File: src/rtl/mux_sel_sched_pkg.sv
// ---------------------------------------------------------------------------
// mux_sel_sched_pkg
// Shared definitions for the mux select sequencer:
//   - SEL_W       : width of a mux select value (four mux inputs)
//   - state_t     : sequencer state encoding (IDLE / RUN / DONE)
//   - pick_t      : result of a next-index search (index + wrap flag)
//   - next_enabled: finds the next enabled mux input after 'cur' in the
//                   requested direction, or wraps to the start of that
//                   direction when there is none.
// ---------------------------------------------------------------------------
package mux_sel_sched_pkg;

   localparam int SEL_W = 2;

   typedef enum logic [1:0] {
      IDLE = 2'd0,
      RUN  = 2'd1,
      DONE = 2'd2
   } state_t;

   typedef struct packed {
      logic [SEL_W-1:0] idx;
      logic             wrap;
   } pick_t;

   // dir = 0 searches upwards, dir = 1 searches downwards. When nothing is
   // enabled beyond cur in that direction, wrap is raised and idx is the first
   // enabled input in that direction (lowest when ascending, highest when
   // descending). With an all-zero mask idx simply stays at cur.
   function automatic pick_t next_enabled(input logic [3:0]       mask,
                                          input logic [SEL_W-1:0] cur,
                                          input logic             dir);
      pick_t res;
      logic  found;
      res.idx  = cur;
      res.wrap = 1'b1;
      found    = 1'b0;
      if (!dir) begin
         for (int i = 0; i < 4; i++) begin
            if (!found && mask[i] && (i > int'(cur))) begin
               res.idx  = SEL_W'(i);
               res.wrap = 1'b0;
               found    = 1'b1;
            end
         end
         for (int i = 0; i < 4; i++) begin
            if (!found && mask[i]) begin
               res.idx = SEL_W'(i);
               found   = 1'b1;
            end
         end
      end else begin
         for (int i = 3; i >= 0; i--) begin
            if (!found && mask[i] && (i < int'(cur))) begin
               res.idx  = SEL_W'(i);
               res.wrap = 1'b0;
               found    = 1'b1;
            end
         end
         for (int i = 3; i >= 0; i--) begin
            if (!found && mask[i]) begin
               res.idx = SEL_W'(i);
               found   = 1'b1;
            end
         end
      end
      return res;
   endfunction

endpackage

File: src/rtl/mux_sel_sched_pick.sv
// ---------------------------------------------------------------------------
// mux_sel_sched_pick
// Combinational next-index finder over a 4-bit enable mask. Used both for
// stepping through the sequence (ascending or descending) and for finding
// the lowest enabled input when a sequence starts.
// Ports:
//   i_mask : enabled mux inputs
//   i_cur  : current select index
//   i_dir  : 0 = ascending, 1 = descending
//   o_idx  : next enabled index (or first index of the direction on wrap)
//   o_wrap : no enabled index beyond i_cur in the chosen direction
// ---------------------------------------------------------------------------
module mux_sel_sched_pick
   import mux_sel_sched_pkg::*;
(
   input  logic [3:0]       i_mask,
   input  logic [SEL_W-1:0] i_cur,
   input  logic             i_dir,
   output logic [SEL_W-1:0] o_idx,
   output logic             o_wrap
);

   pick_t w_res;

   // The search itself lives in the package so it can be reasoned about in
   // one place; this wrapper just gives it a hardware instance.
   always_comb begin
      w_res = next_enabled(i_mask, i_cur, i_dir);
   end

   assign o_idx  = w_res.idx;
   assign o_wrap = w_res.wrap;

endmodule

File: src/rtl/mux_sel_sched.sv
// ---------------------------------------------------------------------------
// mux_sel_sched
// Sequencer driving the 2-bit select of a 4-way registered mux. Visits the
// enabled mux inputs in turn, holding each for its dwell count, for a
// programmed number of rounds.
// Ports:
//   clk, rst        : clock, synchronous active-high reset
//   running         : accelerator running; low freezes the sequencer
//   run             : single-cycle start (also aborts/restarts a sequence)
//   en_mask         : bit i set = mux input i visited each round
//   dwell0..dwell3  : hold cycles per select (0 behaves as 1)
//   rounds          : number of passes over the enabled inputs
//   out0            : current select, zero-extended to DATA_W
//   valid           : out0 carries a scheduled select this cycle
//   done            : sequence complete, held until the next run
// Build option:
//   MUX_SEL_SCHED_PINGPONG_EN : odd rounds walk the inputs in descending
//   order, with each turnaround endpoint visited once per round.
// ---------------------------------------------------------------------------
module mux_sel_sched
   import mux_sel_sched_pkg::*;
#(
   parameter int DATA_W  = 32,
   parameter int COUNT_W = 8,
   parameter int ROUND_W = 16
) (
   input  logic               clk,
   input  logic               rst,
   input  logic               running,
   input  logic               run,
   input  logic [3:0]         en_mask,
   input  logic [COUNT_W-1:0] dwell0,
   input  logic [COUNT_W-1:0] dwell1,
   input  logic [COUNT_W-1:0] dwell2,
   input  logic [COUNT_W-1:0] dwell3,
   input  logic [ROUND_W-1:0] rounds,
   output logic [DATA_W-1:0]  out0,
   output logic               valid,
   output logic               done
);

   state_t             r_state;
   logic [3:0]         r_mask;
   logic [COUNT_W-1:0] r_dwell [4];
   logic [ROUND_W-1:0] r_rounds;
   logic [SEL_W-1:0]   r_sel;
   logic [COUNT_W-1:0] r_dwellCnt;
   logic [ROUND_W-1:0] r_roundCnt;
   logic               r_valid;
   logic               r_done;

   logic [COUNT_W-1:0] w_inDwell [4];
   logic [SEL_W-1:0]   w_firstIdx;
   logic               w_firstWrap;
   logic [SEL_W-1:0]   w_nextIdx;
   logic               w_nextWrap;
   logic [SEL_W-1:0]   w_advIdx;
   logic [ROUND_W-1:0] w_roundInc;
   logic               w_lastRound;
   logic               w_start;
   logic               w_dir;

`ifdef MUX_SEL_SCHED_PINGPONG_EN
   logic               r_dir;
   assign w_dir = r_dir;
`else
   assign w_dir = 1'b0;
`endif

   // A zero dwell still shows the select for one cycle, so the counter is
   // loaded with the number of extra cycles to hold.
   function automatic logic [COUNT_W-1:0] dwellLoad(input logic [COUNT_W-1:0] d);
      return (d == '0) ? '0 : d - COUNT_W'(1);
   endfunction

   assign w_inDwell[0] = dwell0;
   assign w_inDwell[1] = dwell1;
   assign w_inDwell[2] = dwell2;
   assign w_inDwell[3] = dwell3;

   // Starting an ascending search "after index 3" always wraps, which hands
   // back the lowest enabled input of the live mask.
   mux_sel_sched_pick u_pickFirst (
      .i_mask (en_mask),
      .i_cur  (SEL_W'(3)),
      .i_dir  (1'b0),
      .o_idx  (w_firstIdx),
      .o_wrap (w_firstWrap)
   );

   mux_sel_sched_pick u_pickNext (
      .i_mask (r_mask),
      .i_cur  (r_sel),
      .i_dir  (w_dir),
      .o_idx  (w_nextIdx),
      .o_wrap (w_nextWrap)
   );

   // In ping-pong mode the wrap point is where the direction turns, and the
   // endpoint we are sitting on opens the next round as well.
`ifdef MUX_SEL_SCHED_PINGPONG_EN
   assign w_advIdx = w_nextWrap ? r_sel : w_nextIdx;
`else
   assign w_advIdx = w_nextIdx;
`endif

   assign w_roundInc  = r_roundCnt + ROUND_W'(1);
   assign w_lastRound = (w_roundInc == r_rounds);
   assign w_start     = run && running;

   // Main sequencer: a start pulse (from any state) latches the shadow
   // configuration; RUN then counts dwell down, steps to the next enabled
   // input, and counts rounds on each wrap until the programmed count is hit.
   // With running low nothing moves and valid is withdrawn.
   always_ff @(posedge clk) begin
      if (rst) begin
         r_state    <= IDLE;
         r_mask     <= '0;
         r_dwell    <= '{default: '0};
         r_rounds   <= '0;
         r_sel      <= '0;
         r_dwellCnt <= '0;
         r_roundCnt <= '0;
         r_valid    <= 1'b0;
         r_done     <= 1'b0;
`ifdef MUX_SEL_SCHED_PINGPONG_EN
         r_dir      <= 1'b0;
`endif
      end else if (w_start) begin
         r_mask     <= en_mask;
         r_dwell    <= w_inDwell;
         r_rounds   <= rounds;
         r_roundCnt <= '0;
`ifdef MUX_SEL_SCHED_PINGPONG_EN
         r_dir      <= 1'b0;
`endif
         if ((en_mask == 4'd0) || (rounds == '0)) begin
            r_state    <= DONE;
            r_dwellCnt <= '0;
            r_valid    <= 1'b0;
            r_done     <= 1'b1;
         end else begin
            r_state    <= RUN;
            r_sel      <= w_firstIdx;
            r_dwellCnt <= dwellLoad(w_inDwell[w_firstIdx]);
            r_valid    <= 1'b1;
            r_done     <= 1'b0;
         end
      end else begin
         case (r_state)
            IDLE: begin
               r_valid <= 1'b0;
            end
            RUN: begin
               if (!running) begin
                  r_valid <= 1'b0;
               end else if (r_dwellCnt != '0) begin
                  r_dwellCnt <= r_dwellCnt - COUNT_W'(1);
                  r_valid    <= 1'b1;
               end else if (w_nextWrap && w_lastRound) begin
                  r_state <= DONE;
                  r_valid <= 1'b0;
                  r_done  <= 1'b1;
               end else begin
                  r_sel      <= w_advIdx;
                  r_dwellCnt <= dwellLoad(r_dwell[w_advIdx]);
                  r_valid    <= 1'b1;
                  if (w_nextWrap) begin
                     r_roundCnt <= w_roundInc;
`ifdef MUX_SEL_SCHED_PINGPONG_EN
                     r_dir      <= ~r_dir;
`endif
                  end
               end
            end
            DONE: begin
               r_valid <= 1'b0;
               r_done  <= 1'b1;
            end
            default: begin
               r_state <= IDLE;
               r_valid <= 1'b0;
            end
         endcase
      end
   end

   // Only the low bits carry the select; the rest of the datapath word is 0.
   always_comb begin
      out0             = '0;
      out0[SEL_W-1:0]  = r_sel;
   end

   assign valid = r_valid;
   assign done  = r_done;

   // The first-index finder's wrap output is always set by construction.
   logic w_unusedFirstWrap;
   assign w_unusedFirstWrap = w_firstWrap;

endmodule

File: config.mk
export PLATFORM = sky130hd
export DESIGN_NAME = mux_sel_sched
export DESIGN_NICKNAME = d
export VERILOG_FILES = /design/src/rtl/mux_sel_sched_pkg.sv /design/src/rtl/mux_sel_sched_pick.sv /design/src/rtl/mux_sel_sched.sv
export SDC_FILE = /design/constraint.sdc
export NUM_CORES = 1
export LEC_CHECK = 0
export CAP_MARGIN = 40
export CORE_ASPECT_RATIO = 1.25
export CORE_MARGIN = 4
export CORE_UTILIZATION = 35
export CTS_CLUSTER_DIAMETER = 30
export DETAILED_ROUTE_END_ITERATION = 10
export DONT_BUFFER_PORTS = 1
export SKIP_CTS_REPAIR_TIMING = 1
export SLEW_MARGIN = 10
export SYNTH_ARGS = -nofsm -noshare
export SYNTH_HDL_FRONTEND = slang
export SYNTH_SLANG_ARGS = --single-unit
File: constraint.sdc
create_clock -name clk -period 6.9 [get_ports clk]
set_input_delay 1.035 -clock clk [delete_from_list [all_inputs] [get_ports clk]]
set_output_delay 1.035 -clock clk [all_outputs]
set_load 0.01 [all_outputs]
* After elaboration in Yosys (flattened, before gate mapping)
Index checks and enable logic that the tools add are counted.
** Cells by class
- Multiplexer cells :: 58
- $add $sub $neg :: 4
- Reductions and logical operators :: 40
- $lt $le $gt $ge :: 5
- Bitwise gates (word level) :: 4
- Equality and inequality tests :: 11
** Operators with widths (number)
- $mux 8 :: 12
- $mux 2 :: 19
- $bmux 8 s2 :: 2
- $sub 8x1->8 const B :: 3
- $mux 1 :: 20
- $add 16x1->16 const B :: 1
- $eq 16x16->1 :: 1
- $logic_not 16->1 :: 1
- $logic_not 8->1 :: 2
- $logic_and 1x1->1 :: 14
- $ne 3x3->1 const B :: 4
- $reduce_and 5->1 :: 2
- $logic_not 1->1 :: 9
- $mux 3 :: 3
- $reduce_and 4->1 :: 2
- $reduce_bool 8->1 :: 1
- $ge 3x3->1 const B :: 2
- $ne 2x2->1 const B :: 3
- $not 2->3 :: 2
- $gt 2x2->1 const A :: 2
- $logic_not 4->1 :: 1
- $pmux 2 s2 :: 1
- $reduce_bool 2->1 :: 2
- $reduce_or 2->1 :: 2
- other kinds (10) :: 11
** Storage, ports and cells
- Flip-flop bits (word level) :: 82
- Input port bits :: 56
- Word-level logic and storage cells :: 134
- Output and inout bits :: 34

* Logic depth before layout (Yosys ltp)
Gate-level depths: netlist (run 1).
- Depth in word-level cells :: 34
- Mapped depth :: 12

* Modules after synthesis
Synthesis (run 1) repeated with hierarchy kept, for this count alone.
** Second synthesis, totals
- Cell total of the unflattened synthesis :: 671
- Area, all modules :: 5347.6 um^2
** Modules (own cells, without submodules)
- mux_sel_sched :: area an instance 4874.7 um^2, instances 1, cells each 601
- mux_sel_sched_pick :: area an instance 236.5 um^2, instances 2, cells each 35

* Worst setup path before layout (run 1)
Ideal clock, no wire load.
- Path type :: input to register
- Start :: input port en_mask[2]
- End :: register r_dwellCnt[6]
- Stages on the path :: 12
- Setup slack :: 4.001 ns
- Setup time :: 0.122 ns
- Arrival time :: 2.776 ns
- Required time :: 6.778 ns
- Cell sequence :: buf_2 > mux2_2 > mux2i_1 > o21ai_0 > inv_1 > ha_1 > o211ai_1 > nor3_1 > xor2_1 > o22ai_1 > a21oi_1 > a31oi_1
** On the way
- Longest elaborated chain between the ends :: 13
- Elaborated cells between the ends (all ways) :: 17
- Those cells by class :: 1 x add/sub; 9 x mux; 1 x bitwise; 6 x reduce/logical
** Ends and longest elaborated chain
- from (decl) :: RTL line mux_sel_sched.sv:31 : input logic [3:0] en_mask,
- $logic_and 1x1->1 :: RTL line mux_sel_sched_pkg.sv:47 : if (!found && mask[i]) begin
- $mux 1 :: RTL line mux_sel_sched_pkg.sv:47
- $logic_not 1->1 :: RTL line mux_sel_sched_pkg.sv:47
- $logic_and 1x1->1 :: RTL line mux_sel_sched_pkg.sv:47
- $mux 2 :: RTL line mux_sel_sched_pkg.sv:47
- $not 2->3 (implied by the code) :: RTL line mux_sel_sched.sv:145 : r_dwellCnt <= dwellLoad(w_inDwell[w_firstIdx]);
- $bmux 8 s2 :: RTL line mux_sel_sched.sv:145
- $mux 8 (implied by the code) (2 in a row) :: RTL line mux_sel_sched.sv:145
- $sub 8x1->8 or $logic_not 8->1 (tied branches) :: RTL line mux_sel_sched.sv:73 : return (d == '0) ? '0 : d - COUNT_W'(1);
- $mux 8 :: RTL line mux_sel_sched.sv:73
- $mux 8 (*) :: RTL line mux_sel_sched.sv:137 : if ((en_mask == 4'd0) || (rounds == '0)) begin
- $mux 8 (*) :: RTL line mux_sel_sched.sv:129 : end else if (w_start) begin
- to (signal assigned) :: RTL line mux_sel_sched.sv:145
- to (signal assigned) :: RTL line mux_sel_sched.sv:158 : r_dwellCnt <= r_dwellCnt - COUNT_W'(1);
- to (signal assigned) :: RTL line mux_sel_sched.sv:166 : r_dwellCnt <= dwellLoad(r_dwell[w_advIdx]);
- to (decl) :: RTL line mux_sel_sched.sv:47 : logic [COUNT_W-1:0] r_dwellCnt;
Every way passes the cells marked *; elsewhere a longest branch is shown, timed or not. The select of a mux whose other input is x is not followed.
A chain may end at the register's enable or synchronous reset.

* Worst setup path after layout (run 1)
- Start :: register r_roundCnt[0]
- End :: register r_dwellCnt[1]
** On the way
- Longest elaborated chain between the ends :: 5
** Ends and longest elaborated chain
- from (decl) :: RTL line mux_sel_sched.sv:48 : logic [ROUND_W-1:0] r_roundCnt;
- from (signal assigned) :: RTL line mux_sel_sched.sv:169 : r_roundCnt <= w_roundInc;
- $add 16x1->16 :: RTL line mux_sel_sched.sv:107 : assign w_roundInc = r_roundCnt + ROUND_W'(1);
- named net w_roundInc[1] :: RTL line mux_sel_sched.sv:58 : logic [ROUND_W-1:0] w_roundInc;
- $eq 16x16->1 :: RTL line mux_sel_sched.sv:108 : assign w_lastRound = (w_roundInc == r_rounds);
- $logic_and 1x1->1 :: RTL line mux_sel_sched.sv:160 : end else if (w_nextWrap && w_lastRound) begin
- $ne 3x3->1 (no line)
- $reduce_and 3->1 (no line)
The timed path passes the listed nets, and every way through them passes these cells.

==> results of run 1 <==
worst paths after layout:
| check | from | endpoint | slack, ns | depth (start not counted) |
|---|---|---|---|---|
| setup / recovery | r_roundCnt[0]$_SDFFE_PP0P_ | r_dwellCnt[1]$_SDFFE_PP0P_ | 3.73 | 9 |
| hold / removal | r_dwell[22]$_SDFFE_PP0P_ | r_dwell[22]$_SDFFE_PP0P_ | 0.45 | 2 |
| setup reg to reg | r_roundCnt[0]$_SDFFE_PP0P_ | r_dwellCnt[1]$_SDFFE_PP0P_ | 3.73 | 9 |
| hold reg to reg | r_dwell[22]$_SDFFE_PP0P_ | r_dwell[22]$_SDFFE_PP0P_ | 0.45 | 2 |
layout make-up:
class,count,share of cell area (%)
Clock buffer,12,4.41
Clock inverter,3,0.447
Inverter,23,1.54
Multi-Input combinational cell,527,59.3
Sequential cell,82,29.4
Tap cell,182,4.07
Timing Repair Buffer,4,0.895
per-stage QoR:
stage	utilization [%]	hold slack (ns)	instance area (um^2)
after floorplan	-	0.432	5480
after CTS	37.3	0.449	5590
after global placement	35.2	0.440	5290
after detailed placement	35.4	0.440	5320
final	37.3	0.452	5590
after global routing	37.3	0.471	5590
layout by cell type (no fill, tap or decap), types with 8 or more instances in the layout:
cell | synthesis | layout
a21oi_1 | 72 | 72
clkbuf_16 | 0 | 9
conb_1 | 1 | 30
dfxtp_1 | 82 | 82
inv_1 | 22 | 22
mux2i_1 | 16 | 16
nand2_1 | 131 | 130
nand2b_1 | 10 | 10
nand3_1 | 16 | 16
nor2_1 | 30 | 30
nor3_1 | 15 | 15
nor4_1 | 9 | 9
o21a_1 | 10 | 10
o21ai_0 | 12 | 12
or3_1 | 8 | 8
xnor2_1 | 21 | 21
xor2_1 | 12 | 12
state kept, by name, summed over array words and instances (netlist names):
name,count
valid,1
r_dwellCnt,8
r_roundCnt,16
r_sel,2
r_mask,4
r_dwell,32
r_state,2
r_rounds,16
done,1
routing by layer:
metal | vias up | track usage (%) | wire, um
met5 | - | 0 | 0
met4 | 0 | 7.19 | 351
li1 | 2261 | - | -
met1 | 2157 | 19.7 | 5930
met2 | 139 | 28.1 | 7010
met3 | 24 | 3.56 | 863
logic make-up (layout without fill, tap and decap cells):
group,after synthesis,after routing,share of synthesized area [%]
adder cells (fa/ha/maj),7,7,1.63
AND/OR/NAND/NOR,267,267,24.7
other,1,30,0.0698
buffers and inverters,92,42,9.76
XOR/XNOR,33,33,5.38
multiplexers,30,30,7.39
flip-flops,82,82,30.6
AO/OA/AOI/OAI,160,160,20.4
report_power, final:
part,switching (mW),internal (mW)
registers,0.0187,0.495
clock network,0.199,0.254
logic,0.135,0.0981
total,0.352,0.846
worst max-delay path, delay by kind of cell, from the launching register on:
| kind | cells | cell delay [ns] |
|---|---|---|
| AOI/OAI and AO/OA | 4 | 1.36 |
| xor gates and xnor gates | 1 | 0.15 |
| adders and majority gates | 1 | 0.31 |
| DFF | 1 | 0.46 |
| and+or+nand+nor | 3 | 0.77 |
==> results_tabular.tex, run 1 <==
\begin{tabular}{lr}
\hline
Metric & Value \\
\hline
\multicolumn{2}{l}{\textbf{Synth}} \\
\quad Cell types occupying the most area after synthesis & dfxtp\_1 31\%, nand2\_1 9.2\%, a21oi\_1 6.7\%, buf\_4 4.2\%, xnor2\_1 3.4\% \\
\quad Syn Inst Count & 672 \\
\quad Number of synthesized flops with an enable pin & 0 \\
\quad Cell area after synthesis & 5370 um\^{}2 \\
\quad Proportion of netlist area held by the largest area contributor & 30.6\% \\
\quad Most common library cells after synthesis & 131 x nand2\_1, 82 x dfxtp\_1, 72 x a21oi\_1, 30 x buf\_4, 30 x nor2\_1 \\
\quad Synthesis Warnings & 0 \\
\quad FFs w/ async S/R, synth & 0\% \\
\quad Cell taking the most area after synthesis & dfxtp\_1 \\
\quad Flops \& latches, synth & 82 \\
\quad Cell with the most instances after synthesis & nand2\_1 \\
\quad Mean post-synth cell area & 7.99 um\^{}2 \\
\quad Sequential element share of the synthesized area & 30.6\% \\
\quad Most frequently used flop master after synthesis & dfxtp\_1 \\
\quad Number of unique standard cell types used by synthesis & 84 \\
\multicolumn{2}{l}{\textbf{Cells and area}} \\
\quad Fin cells & 833 \\
\quad Share of layout cells above drive strength 1 & 10.8\% \\
\quad Area of combinational cells with multiple inputs & 3320 um\^{}2 \\
\quad Net count, final & 710 \\
\quad Final-layout fill cell count & 1569 \\
\quad Combined flip-flop and latch cell area & 1640 um\^{}2 \\
\quad Synthesis-to-finish area growth & 4.17\% \\
\quad Antenna diode instance count & 0 \\
\multicolumn{2}{l}{\textbf{CTS}} \\
\quad Number of CTS-inserted buffers & 9 \\
\quad Reg clk slew, reported paths & 0.06 ns \\
\quad TritonCTS sink count & 82 \\
\quad Clock Tree Buf Depth & 2 \\
\quad Clk Tree Root Cell & clkbuf\_16 \\
\quad Number of levels the H-tree was split into & 3 \\
\quad Clk Latency, worst-skew pair & 0.35 ns \\
\quad Clock tree from TritonCTS & done \\
\multicolumn{2}{l}{\textbf{Worst hold path}} \\
\quad Tightest Hold Check Type & reg2reg \\
\multicolumn{2}{l}{\textbf{Floorplan}} \\
\quad Die span in x & 119 um \\
\quad Number of rows in the core area & 50 \\
\quad Die Area & 17400 um\^{}2 \\
\quad Number of ports placed on the die boundary & 90 \\
\quad Std-Cell Core Area & 15000 um\^{}2 \\
\quad Effective utilization at floorplan & 35.8\% \\
\quad Die outline height & 146 um \\
\multicolumn{2}{l}{\textbf{Job}} \\
\quad Max-cap violations & 0 \\
\multicolumn{2}{l}{\textbf{Placement}} \\
\quad Post-Place Worst Slack & 3.77 ns \\
\quad Number of input and output port buffers inserted & 0 \\
\quad Post-Place Cells & 818 \\
\quad Gpl congestion & 0.859 \\
\quad Sum of net half-perimeters after detailed placement & 10700 um \\
\multicolumn{2}{l}{\textbf{Global routing}} \\
\quad Via count of the first global-routing pass & 4384 \\
\quad Global-route total usage across every layer & 16.4\% \\
\quad Antenna violations before repair & 0 \\
\quad Wire length of the first global-routing pass & 22900 um \\
\quad Pin count of the biggest net entering global routing & 70 \\
\quad Total overflow reported by the global router & 0 \\
\multicolumn{2}{l}{\textbf{Setup path}} \\
\quad Critical Path End Type & register \\
\quad Critical path launch point type & register \\
\quad Data required time at the worst endpoint & 7.13 ns \\
\quad Max stage delay on crit path & 0.55 ns \\
\quad Arr. time, crit path & 3.41 ns \\
\quad Largest fanout on the critical path & 11 \\
\quad Series of cell instances along the critical path & ha\_1, xnor2\_1, nand2\_1, a2111oi\_0, o2111ai\_1, nand4b\_2, o21ai\_2, and2\_2, a211oi\_1 \\
\quad Worst setup path category & reg2reg \\
\quad Standard cell with the maximum stage delay on the critical path & a2111oi\_0 \\
\multicolumn{2}{l}{\textbf{STA}} \\
\quad Setup repair after global routing missed its margin & false \\
\quad Period utilization & 46.0\% \\
\quad Final setup skew & 0.00702 ns \\
\quad Min Tclk post-route & 3.17 ns \\
\quad Highest achievable clock rate & 315 MHz \\
\quad Worst max-slew margin expressed relative to the limit & 59.9\% \\
\quad Post-layout worst setup margin & 3.73 ns \\
\quad Accumulated negative setup slack & 0 ns \\
\quad Final count of hold timing violations & 0 \\
\quad Tightest Pin Transition & 0.595 ns \\
\quad Max-slew violations & 0 \\
\quad Count of final setup violators & 0 \\
\multicolumn{2}{l}{\textbf{Pwr}} \\
\quad Standby leakage power & 2.03 nW \\
\quad Total power draw & 1.20 mW \\
\quad Maximum ir drop on the vdd rail & 112 uV \\
\quad Power Density & 214 nW/um\^{}2 \\
\multicolumn{2}{l}{\textbf{Run status}} \\
\quad Status & complete, no violations \\
\multicolumn{2}{l}{\textbf{Routing}} \\
\quad Number of routed nets with antenna violations & 0 \\
\quad Via density per instance & 5.50 \\
\quad Residual DRC & 0 \\
\quad Total wire length & 14200 um \\
\quad Via Count & 4581 \\
\quad Post-detailed-route wirelength per cell & 17.0 um \\
\quad TritonRoute pass-1 iters & 4 \\
\quad Drt first-iter violations & 197 \\
\hline
\end{tabular}
Note: power is estimated with default switching activity, not from simulation.
==> inputs of run 2 (changes only) <==
clock period = 3 ns   (was 6.9 ns; I/O delays follow)
==> results_tabular.tex, run 2 (synthesis gave the netlist of run 1 again) <==
\begin{tabular}{lr}
\hline
Metric & Value \\
\hline
\multicolumn{2}{l}{\textbf{STA}} \\
\quad Post-layout worst setup margin & 0.179 ns (was 3.73 ns) \\
\quad Max-slew violations & 0 (unchanged) \\
\quad Highest achievable clock rate & 355 MHz (was 315 MHz) \\
\quad Final count of hold timing violations & 0 (unchanged) \\
\quad Min Tclk post-route & 2.82 ns (was 3.17 ns) \\
\quad Count of final setup violators & 0 (unchanged) \\
\quad Period utilization & 94.0\% (was 46.0\%) \\
\quad Worst max-slew margin expressed relative to the limit & 58.9\% (was 59.9\%) \\
\quad Final hold slack & 0.165 ns (was 0.452 ns) \\
\quad Accumulated negative setup slack & 0 ns (unchanged) \\
\quad Final setup skew & 0.00822 ns (was 0.00702 ns) \\
\quad Tightest Pin Transition & 0.617 ns (was 0.595 ns) \\
\quad Setup repair after global routing missed its margin & true (was false) \\
\multicolumn{2}{l}{\textbf{Routing}} \\
\quad Total wire length & 14700 um (was 14200 um) \\
\quad Via Count & 4688 (was 4581) \\
\quad TritonRoute pass-1 iters & 7 (was 4) \\
\quad Number of routed nets with antenna violations & 0 (unchanged) \\
\quad Via density per instance & 5.47 (was 5.50) \\
\quad Drt first-iter violations & 277 (was 197) \\
\quad Residual DRC & 0 (unchanged) \\
\quad Post-detailed-route wirelength per cell & 17.1 um (was 17.0 um) \\
\multicolumn{2}{l}{\textbf{Floorplan}} \\
\quad Number of rows in the core area & 50 (unchanged) \\
\quad Std-Cell Core Area & 15000 um\^{}2 (unchanged) \\
\quad Die Area & 17400 um\^{}2 (unchanged) \\
\quad Number of ports placed on the die boundary & 90 (unchanged) \\
\quad Die outline height & 146 um (unchanged) \\
\quad Effective utilization at floorplan & 35.8\% (unchanged) \\
\quad Die span in x & 119 um (unchanged) \\
\multicolumn{2}{l}{\textbf{Pwr}} \\
\quad Maximum ir drop on the vdd rail & 238 uV (was 112 uV) \\
\quad Total power draw & 2.83 mW (was 1.20 mW) \\
\quad Power Density & 488 nW/um\^{}2 (was 214 nW/um\^{}2) \\
\quad Standby leakage power & 2.12 nW (was 2.03 nW) \\
\multicolumn{2}{l}{\textbf{Setup path}} \\
\quad Critical path launch point type & register (unchanged) \\
\quad Endpoint of the worst-slack reg-to-reg timing path & r\_dwellCnt[3]\$\_SDFFE\_PP0P\_ (was r\_dwellCnt[1]\$\_SDFFE\_PP0P\_) \\
\quad R2R setup slack & 0.18 ns (was 3.73 ns) \\
\quad Arr. time, crit path & 3.06 ns (was 3.41 ns) \\
\quad Largest fanout on the critical path & 11 (unchanged) \\
\quad Worst setup path category & reg2reg (unchanged) \\
\quad CP Capture Point & r\_dwellCnt[3]\$\_SDFFE\_PP0P\_ (was r\_dwellCnt[1]\$\_SDFFE\_PP0P\_) \\
\quad Data required time at the worst endpoint & 3.24 ns (was 7.13 ns) \\
\quad Depth of the worst register-to-register path & 10 (was 9) \\
\quad Critical Path End Type & register (unchanged) \\
\quad Launch point of the worst reg-to-reg path & r\_sel[0]\$\_SDFFE\_PP0P\_ (was r\_roundCnt[0]\$\_SDFFE\_PP0P\_) \\
\quad Launch point of the critical path & r\_sel[0]\$\_SDFFE\_PP0P\_ (was r\_roundCnt[0]\$\_SDFFE\_PP0P\_) \\
\multicolumn{2}{l}{\textbf{Cells and area}} \\
\quad Antenna diode instance count & 0 (unchanged) \\
\quad Fin cells & 857 (was 833) \\
\quad Cell area after layout & 5790 um\^{}2 (was 5590 um\^{}2) \\
\quad Share of layout cells above drive strength 1 & 15.1\% (was 10.8\%) \\
\quad Final-layout fill cell count & 1575 (was 1569) \\
\quad Largest registers & r\_dwell: 32 flops, r\_roundCnt: 16 flops, r\_rounds: 16 flops (unchanged) \\
\quad Most common cell after layout, fill and taps aside & nand2\_1 (unchanged) \\
\quad Register containing the most flip-flops in the final layout & r\_dwell (unchanged) \\
\quad Layout Utilization & 38.6\% (was 37.3\%) \\
\quad Commonest non-fill, non-tap cells in the layout & 130 x nand2\_1, 81 x dfxtp\_1, 71 x a21oi\_1, 30 x nor2\_1, 30 x conb\_1 (was 130 x nand2\_1, 82 x dfxtp\_1, 72 x a21oi\_1, 30 x nor2\_1, 30 x conb\_1) \\
\quad Net count, final & 733 (was 710) \\
\quad Synthesis-to-finish area growth & 7.85\% (was 4.17\%) \\
\quad Flip-flop count of the largest register after layout & 32 (unchanged) \\
\multicolumn{2}{l}{\textbf{Global routing}} \\
\quad Via count of the first global-routing pass & 4585 (was 4384) \\
\quad Wire length of the first global-routing pass & 23700 um (was 22900 um) \\
\quad Pin count of the biggest net entering global routing & 70 (unchanged) \\
\quad Global-route total usage across every layer & 16.8\% (was 16.4\%) \\
\quad Antenna violations before repair & 0 (unchanged) \\
\quad Total overflow reported by the global router & 0 (unchanged) \\
\multicolumn{2}{l}{\textbf{Placement}} \\
\quad Post-Place Cells & 838 (was 818) \\
\quad Number of input and output port buffers inserted & 0 (unchanged) \\
\quad Post-Place Worst Slack & 0.00568 ns (was 3.77 ns) \\
\quad Area after DPL & 5460 um\^{}2 (was 5320 um\^{}2) \\
\quad Sum of net half-perimeters after detailed placement & 11300 um (was 10700 um) \\
\quad Gpl congestion & 0.878 (was 0.859) \\
\multicolumn{2}{l}{\textbf{CTS}} \\
\quad Reg clk slew, reported paths & 0.07 ns (was 0.06 ns) \\
\quad Number of levels the H-tree was split into & 3 (unchanged) \\
\quad Clk Latency, worst-skew pair & 0.36 ns (was 0.35 ns) \\
\quad TritonCTS sink count & 82 (unchanged) \\
\quad Clock tree from TritonCTS & done (unchanged) \\
\quad Clock Tree Buf Depth & 2 (unchanged) \\
\quad Number of CTS-inserted buffers & 9 (unchanged) \\
\quad Clk Tree Root Cell & clkbuf\_16 (unchanged) \\
\multicolumn{2}{l}{\textbf{Job}} \\
\quad Max-cap violations & 0 (unchanged) \\
\multicolumn{2}{l}{\textbf{Run status}} \\
\quad Status & complete, no violations (unchanged) \\
\multicolumn{2}{l}{\textbf{Worst hold path}} \\
\quad Tightest Hold Check Type & in2reg (was reg2reg) \\
\hline
\end{tabular}
## run 2: cell count changes in the layout (fill, tap and decap cells not counted), sizes merged
cell           before  now
clkdlybuf4s15       0    1
clkinvlp            1    2
buf                 4   26
inv                23   26
clkbuf             12    9
## run 2: worst max-delay path: stages (launching register included)
cell	delay (ns)
dfxtp_1	0.36
nand2b_1	0.21
a21oi_2	0.22
nor3_4	0.07
buf_4	0.17
buf_4	0.19
or4_2	0.61
o211ai_1	0.26
a41oi_4	0.25
a221oi_2	0.30
a211oi_1	0.07
## run 2: routing by layer
metal / part of all wire, % / GRT usage (%) / vias to the layer above
met5: 0 / 0 / -
met4: 2.2 / 5.57 / 0
met3: 4.7 / 4.07 / 16
met2: 52 / 30.6 / 120
met1: 41 / 19.2 / 2233
li1: - / - / 2319
## run 2: worst min-delay path by stage
| stage | from | end | slack (ns) | depth (start not counted) |
|---|---|---|---|---|
| after floorplan | r_dwell[8]$_SDFFE_PP0P_ | r_dwell[8]$_SDFFE_PP0P_ | 0.43 | 2 |
| after global placement | r_dwell[17]$_SDFFE_PP0P_ | r_dwell[17]$_SDFFE_PP0P_ | 0.44 | 2 |
| after detailed placement | r_dwell[13]$_SDFFE_PP0P_ | r_dwell[13]$_SDFFE_PP0P_ | 0.44 | 2 |
| after CTS | rst | r_rounds[12]$_SDFFE_PP0P_ | 0.15 | 1 |
| after global routing | rst | r_rounds[12]$_SDFFE_PP0P_ | 0.14 | 1 |
| final | rst | r_rounds[12]$_SDFFE_PP0P_ | 0.17 | 1 |
## run 2: final cells by class
cell class	count	area, um^2	share of cell area [%]
multi-input combinational	527	3340	57.7
sequential	82	1640	28.4
tap	182	228	3.93
clock buffer	9	225	3.89
timing repair buffer	27	206	3.57
inverter	23	86.3	1.49
clock inverter	7	60.1	1.04
## run 2: report_power, final
group | internal [mW] | total (mW) | switching [mW]
logic | 0.242 | 0.563 | 0.321
registers | 1.14 | 1.18 | 0.0417
clock network | 0.577 | 1.08 | 0.508
total | 1.96 | 2.83 | 0.871
==> inputs of run 3 (changes only) <==
ABC_AREA = 1   (was not set)
SLEW_MARGIN = 20   (was 10)
==> results_tabular.tex, run 3 <==
\begin{tabular}{lr}
\hline
Metric & Value \\
\hline
\multicolumn{2}{l}{\textbf{STA}} \\
\quad Period utilization & 88.3\% (was 94.0\%) \\
\quad Min Tclk post-route & 2.65 ns (was 2.82 ns) \\
\quad Highest achievable clock rate & 378 MHz (was 355 MHz) \\
\quad Worst max-slew margin expressed relative to the limit & 60.8\% (was 58.9\%) \\
\quad Max-slew violations & 0 (unchanged) \\
\quad Final count of hold timing violations & 0 (unchanged) \\
\quad Final setup skew & 0.00695 ns (was 0.00822 ns) \\
\quad Tightest Pin Transition & 0.583 ns (was 0.617 ns) \\
\quad Count of final setup violators & 0 (unchanged) \\
\multicolumn{2}{l}{\textbf{Cells and area}} \\
\quad Net count, final & 928 (was 733) \\
\quad Flip-flop count of the largest register after layout & 32 (unchanged) \\
\quad Largest registers & r\_dwell: 32 flops, r\_roundCnt: 16 flops, r\_rounds: 16 flops (unchanged) \\
\quad Cell area after layout & 6010 um\^{}2 (was 5790 um\^{}2) \\
\quad Most common cell after layout, fill and taps aside & nand2\_1 (unchanged) \\
\quad Commonest non-fill, non-tap cells in the layout & 197 x nand2\_1, 108 x nor2\_1, 90 x nand3\_1, 82 x inv\_1, 79 x dfxtp\_1 (was 130 x nand2\_1, 81 x dfxtp\_1, 71 x a21oi\_1, 30 x nor2\_1, 30 x conb\_1) \\
\quad Synthesis-to-finish area growth & 8.16\% (was 7.85\%) \\
\quad Fin cells & 1082 (was 857) \\
\quad Share of layout cells above drive strength 1 & 10.0\% (was 15.1\%) \\
\quad Antenna diode instance count & 0 (unchanged) \\
\quad Register containing the most flip-flops in the final layout & r\_dwell (unchanged) \\
\multicolumn{2}{l}{\textbf{Floorplan}} \\
\quad Die outline height & 149 um (was 146 um) \\
\quad Die Area & 18000 um\^{}2 (was 17400 um\^{}2) \\
\quad Number of ports placed on the die boundary & 90 (unchanged) \\
\quad Effective utilization at floorplan & 35.7\% (was 35.8\%) \\
\quad Number of rows in the core area & 51 (was 50) \\
\quad Die span in x & 121 um (was 119 um) \\
\quad Std-Cell Core Area & 15600 um\^{}2 (was 15000 um\^{}2) \\
\multicolumn{2}{l}{\textbf{Global routing}} \\
\quad Via count of the first global-routing pass & 5229 (was 4585) \\
\quad Pin count of the biggest net entering global routing & 41 (was 70) \\
\quad Global-route total usage across every layer & 18.1\% (was 16.8\%) \\
\quad Total overflow reported by the global router & 0 (unchanged) \\
\quad Antenna violations before repair & 0 (unchanged) \\
\quad Wire length of the first global-routing pass & 25800 um (was 23700 um) \\
\multicolumn{2}{l}{\textbf{Setup path}} \\
\quad Worst setup path category & reg2reg (unchanged) \\
\quad Arr. time, crit path & 2.92 ns (was 3.06 ns) \\
\quad Max stage delay on crit path & 0.40 ns (was 0.61 ns) \\
\quad Critical path launch point type & register (unchanged) \\
\quad Series of cell instances along the critical path & ha\_1, nand2\_1, nor2\_4, nand3\_1, nand2\_1, nand2\_1, xor2\_1, a21oi\_1, nand3\_1, nor2\_2, nand2\_2, nand2\_2, inv\_2, nand2\_8, inv\_4, nand2\_1, a21oi\_1 (was nand2b\_1, a21oi\_2, nor3\_4, buf\_4, buf\_4, or4\_2, o211ai\_1, a41oi\_4, a221oi\_2, a211oi\_1) \\
\quad Most common cell type on the critical path & nand2\_1 (was buf\_4) \\
\quad Standard cell with the maximum stage delay on the critical path & dfxtp\_1 (was or4\_2) \\
\quad Largest fanout on the critical path & 19 (was 11) \\
\quad Data required time at the worst endpoint & 3.28 ns (was 3.24 ns) \\
\quad Critical Path End Type & register (unchanged) \\
\multicolumn{2}{l}{\textbf{CTS}} \\
\quad Reg clk slew, reported paths & 0.06 ns (was 0.07 ns) \\
\quad Number of levels the H-tree was split into & 3 (unchanged) \\
\quad Clk Tree Root Cell & clkbuf\_16 (unchanged) \\
\quad Clock tree from TritonCTS & done (unchanged) \\
\quad Clk Latency, worst-skew pair & 0.35 ns (was 0.36 ns) \\
\quad Clock Tree Buf Depth & 2 (unchanged) \\
\quad TritonCTS sink count & 82 (unchanged) \\
\quad Number of CTS-inserted buffers & 9 (unchanged) \\
\multicolumn{2}{l}{\textbf{Synth}} \\
\quad Number of synthesized flops with an enable pin & 0 (unchanged) \\
\quad Mean post-synth cell area & 6.35 um\^{}2 (was 7.99 um\^{}2) \\
\quad FFs w/ async S/R, synth & 0\% (unchanged) \\
\quad Syn Inst Count & 874 (was 672) \\
\quad Cell with the most instances after synthesis & nand2\_1 (unchanged) \\
\quad Synthesis Warnings & 0 (unchanged) \\
\quad Most frequently used flop master after synthesis & dfxtp\_1 (unchanged) \\
\quad Most common library cells after synthesis & 198 x nand2\_1, 108 x nor2\_1, 90 x nand3\_1, 82 x dfxtp\_1, 82 x inv\_1 (was 131 x nand2\_1, 82 x dfxtp\_1, 72 x a21oi\_1, 30 x buf\_4, 30 x nor2\_1) \\
\quad Sequential element share of the synthesized area & 29.6\% (was 30.6\%) \\
\quad Flops \& latches, synth & 82 (unchanged) \\
\quad Proportion of netlist area held by the largest area contributor & 29.6\% (was 30.6\%) \\
\quad Cell types occupying the most area after synthesis & dfxtp\_1 30\%, nand2\_1 13\%, nand3\_1 8.1\%, nor2\_1 7.3\%, o21ai\_0 5.7\% (was dfxtp\_1 31\%, nand2\_1 9.2\%, a21oi\_1 6.7\%, buf\_4 4.2\%, xnor2\_1 3.4\%) \\
\quad Cell area after synthesis & 5550 um\^{}2 (was 5370 um\^{}2) \\
\quad Number of unique standard cell types used by synthesis & 46 (was 84) \\
\quad Cell taking the most area after synthesis & dfxtp\_1 (unchanged) \\
\multicolumn{2}{l}{\textbf{Pwr}} \\
\quad Standby leakage power & 2.69 nW (was 2.12 nW) \\
\quad Maximum ir drop on the vdd rail & 256 uV (was 238 uV) \\
\quad Power Density & 553 nW/um\^{}2 (was 488 nW/um\^{}2) \\
\quad Total power draw & 3.32 mW (was 2.83 mW) \\
\multicolumn{2}{l}{\textbf{Placement}} \\
\quad Gpl congestion & 0.867 (was 0.878) \\
\quad Number of input and output port buffers inserted & 0 (unchanged) \\
\quad Sum of net half-perimeters after detailed placement & 12300 um (was 11300 um) \\
\quad Area after DPL & 5630 um\^{}2 (was 5460 um\^{}2) \\
\quad Post-Place Cells & 1066 (was 838) \\
\multicolumn{2}{l}{\textbf{Routing}} \\
\quad Total wire length & 15800 um (was 14700 um) \\
\quad Number of routed nets with antenna violations & 0 (unchanged) \\
\quad Post-detailed-route wirelength per cell & 14.6 um (was 17.1 um) \\
\quad Residual DRC & 0 (unchanged) \\
\quad TritonRoute pass-1 iters & 5 (was 7) \\
\quad Via Count & 5344 (was 4688) \\
\quad Via density per instance & 4.94 (was 5.47) \\
\quad Drt first-iter violations & 427 (was 277) \\
\multicolumn{2}{l}{\textbf{Job}} \\
\quad Max-cap violations & 0 (unchanged) \\
\multicolumn{2}{l}{\textbf{Worst hold path}} \\
\quad Tightest Hold Check Type & in2reg (unchanged) \\
\multicolumn{2}{l}{\textbf{Run status}} \\
\quad Status & complete, no violations (unchanged) \\
\hline
\end{tabular}
[run 3: changes by cell type in the layout (fill, tap and decap cells not counted), moves of 17 or more]
cell / delta
nand2_1: +67
nand3_1: +74
xnor2_1: -17
inv_1: +60
nor2_1: +78
a21oi_1: -24
o21ai_0: +51
[run 3: cell type report]
type	instances	area, um^2
fill	1744	9560
multi-input combinational	664	3290
sequential	82	1650
inverter	95	359
tap	212	265
clock buffer	10	229
clock inverter	6	115
timing repair buffer	13	97.6
[run 3: cell families (layout without fill, tap and decap cells)]
family / Yosys count / count (layout) / synth area share, %
flops: 82 / 82 / 29.6
fa+ha+maj: 7 / 7 / 1.58
compound gates: 142 / 142 / 14.2
simple gates: 463 / 463 / 37.5
other cells: 1 / 30 / 0.0675
buf+inv: 157 / 124 / 13.6
xor+xnor: 22 / 22 / 3.47
[run 3: worst max-delay path, delay by kind of cell (launching register included)]
kind	cells	cell delay, ns
xor gates and xnor gates	1	0.25
AOI/OAI and AO/OA	2	0.20
adders and majority gates	1	0.21
DFF	1	0.40
buffers and inverters	2	0.35
and+or+nand+nor	11	1.16
[run 3: final timing paths]
| path | slack (ns) | from | end | cells after the start |
|---|---|---|---|---|
| setup / recovery | 0.35 | r_roundCnt[0]$_SDFFE_PP0P_ | r_roundCnt[14]$_SDFFE_PP0P_ | 17 |
| hold reg to reg | 0.47 | r_roundCnt[1]$_SDFFE_PP0P_ | r_roundCnt[1]$_SDFFE_PP0P_ | 2 |
| setup reg to reg | 0.35 | r_roundCnt[0]$_SDFFE_PP0P_ | r_roundCnt[14]$_SDFFE_PP0P_ | 17 |
| hold / removal | 0.17 | rst | r_state[0]$_SDFFE_PP0P_ | 1 |
[run 3: layer usage]
metal	GRT usage, %	routed length (um)
met5	0	0
met4	5.84	330
met3	4.67	936
met2	32.9	8010
met1	20.7	6520
[run 3: power breakdown]
group	internal [mW]	switching, mW	leakage (nW)
logic	0.280	0.553	1.85
clock network	0.816	0.465	0.163
registers	1.16	0.0490	0.675
total	2.25	1.07	2.69
[run 3: through the flow]
step | worst slack, ns | utilization, % | hold slack, ns | TNS [ns]
detailed placement | 0.0968 | 36.2 | 0.459 | 0
CTS | 0.0837 | 38.4 | 0.158 | 0
global placement | 0.178 | 36.2 | 0.458 | 0
floorplan | 0.706 | - | 0.441 | 0
global route | -0.000198 | 38.6 | 0.160 | -0.000198
finish | 0.352 | 38.6 | 0.168 | 0
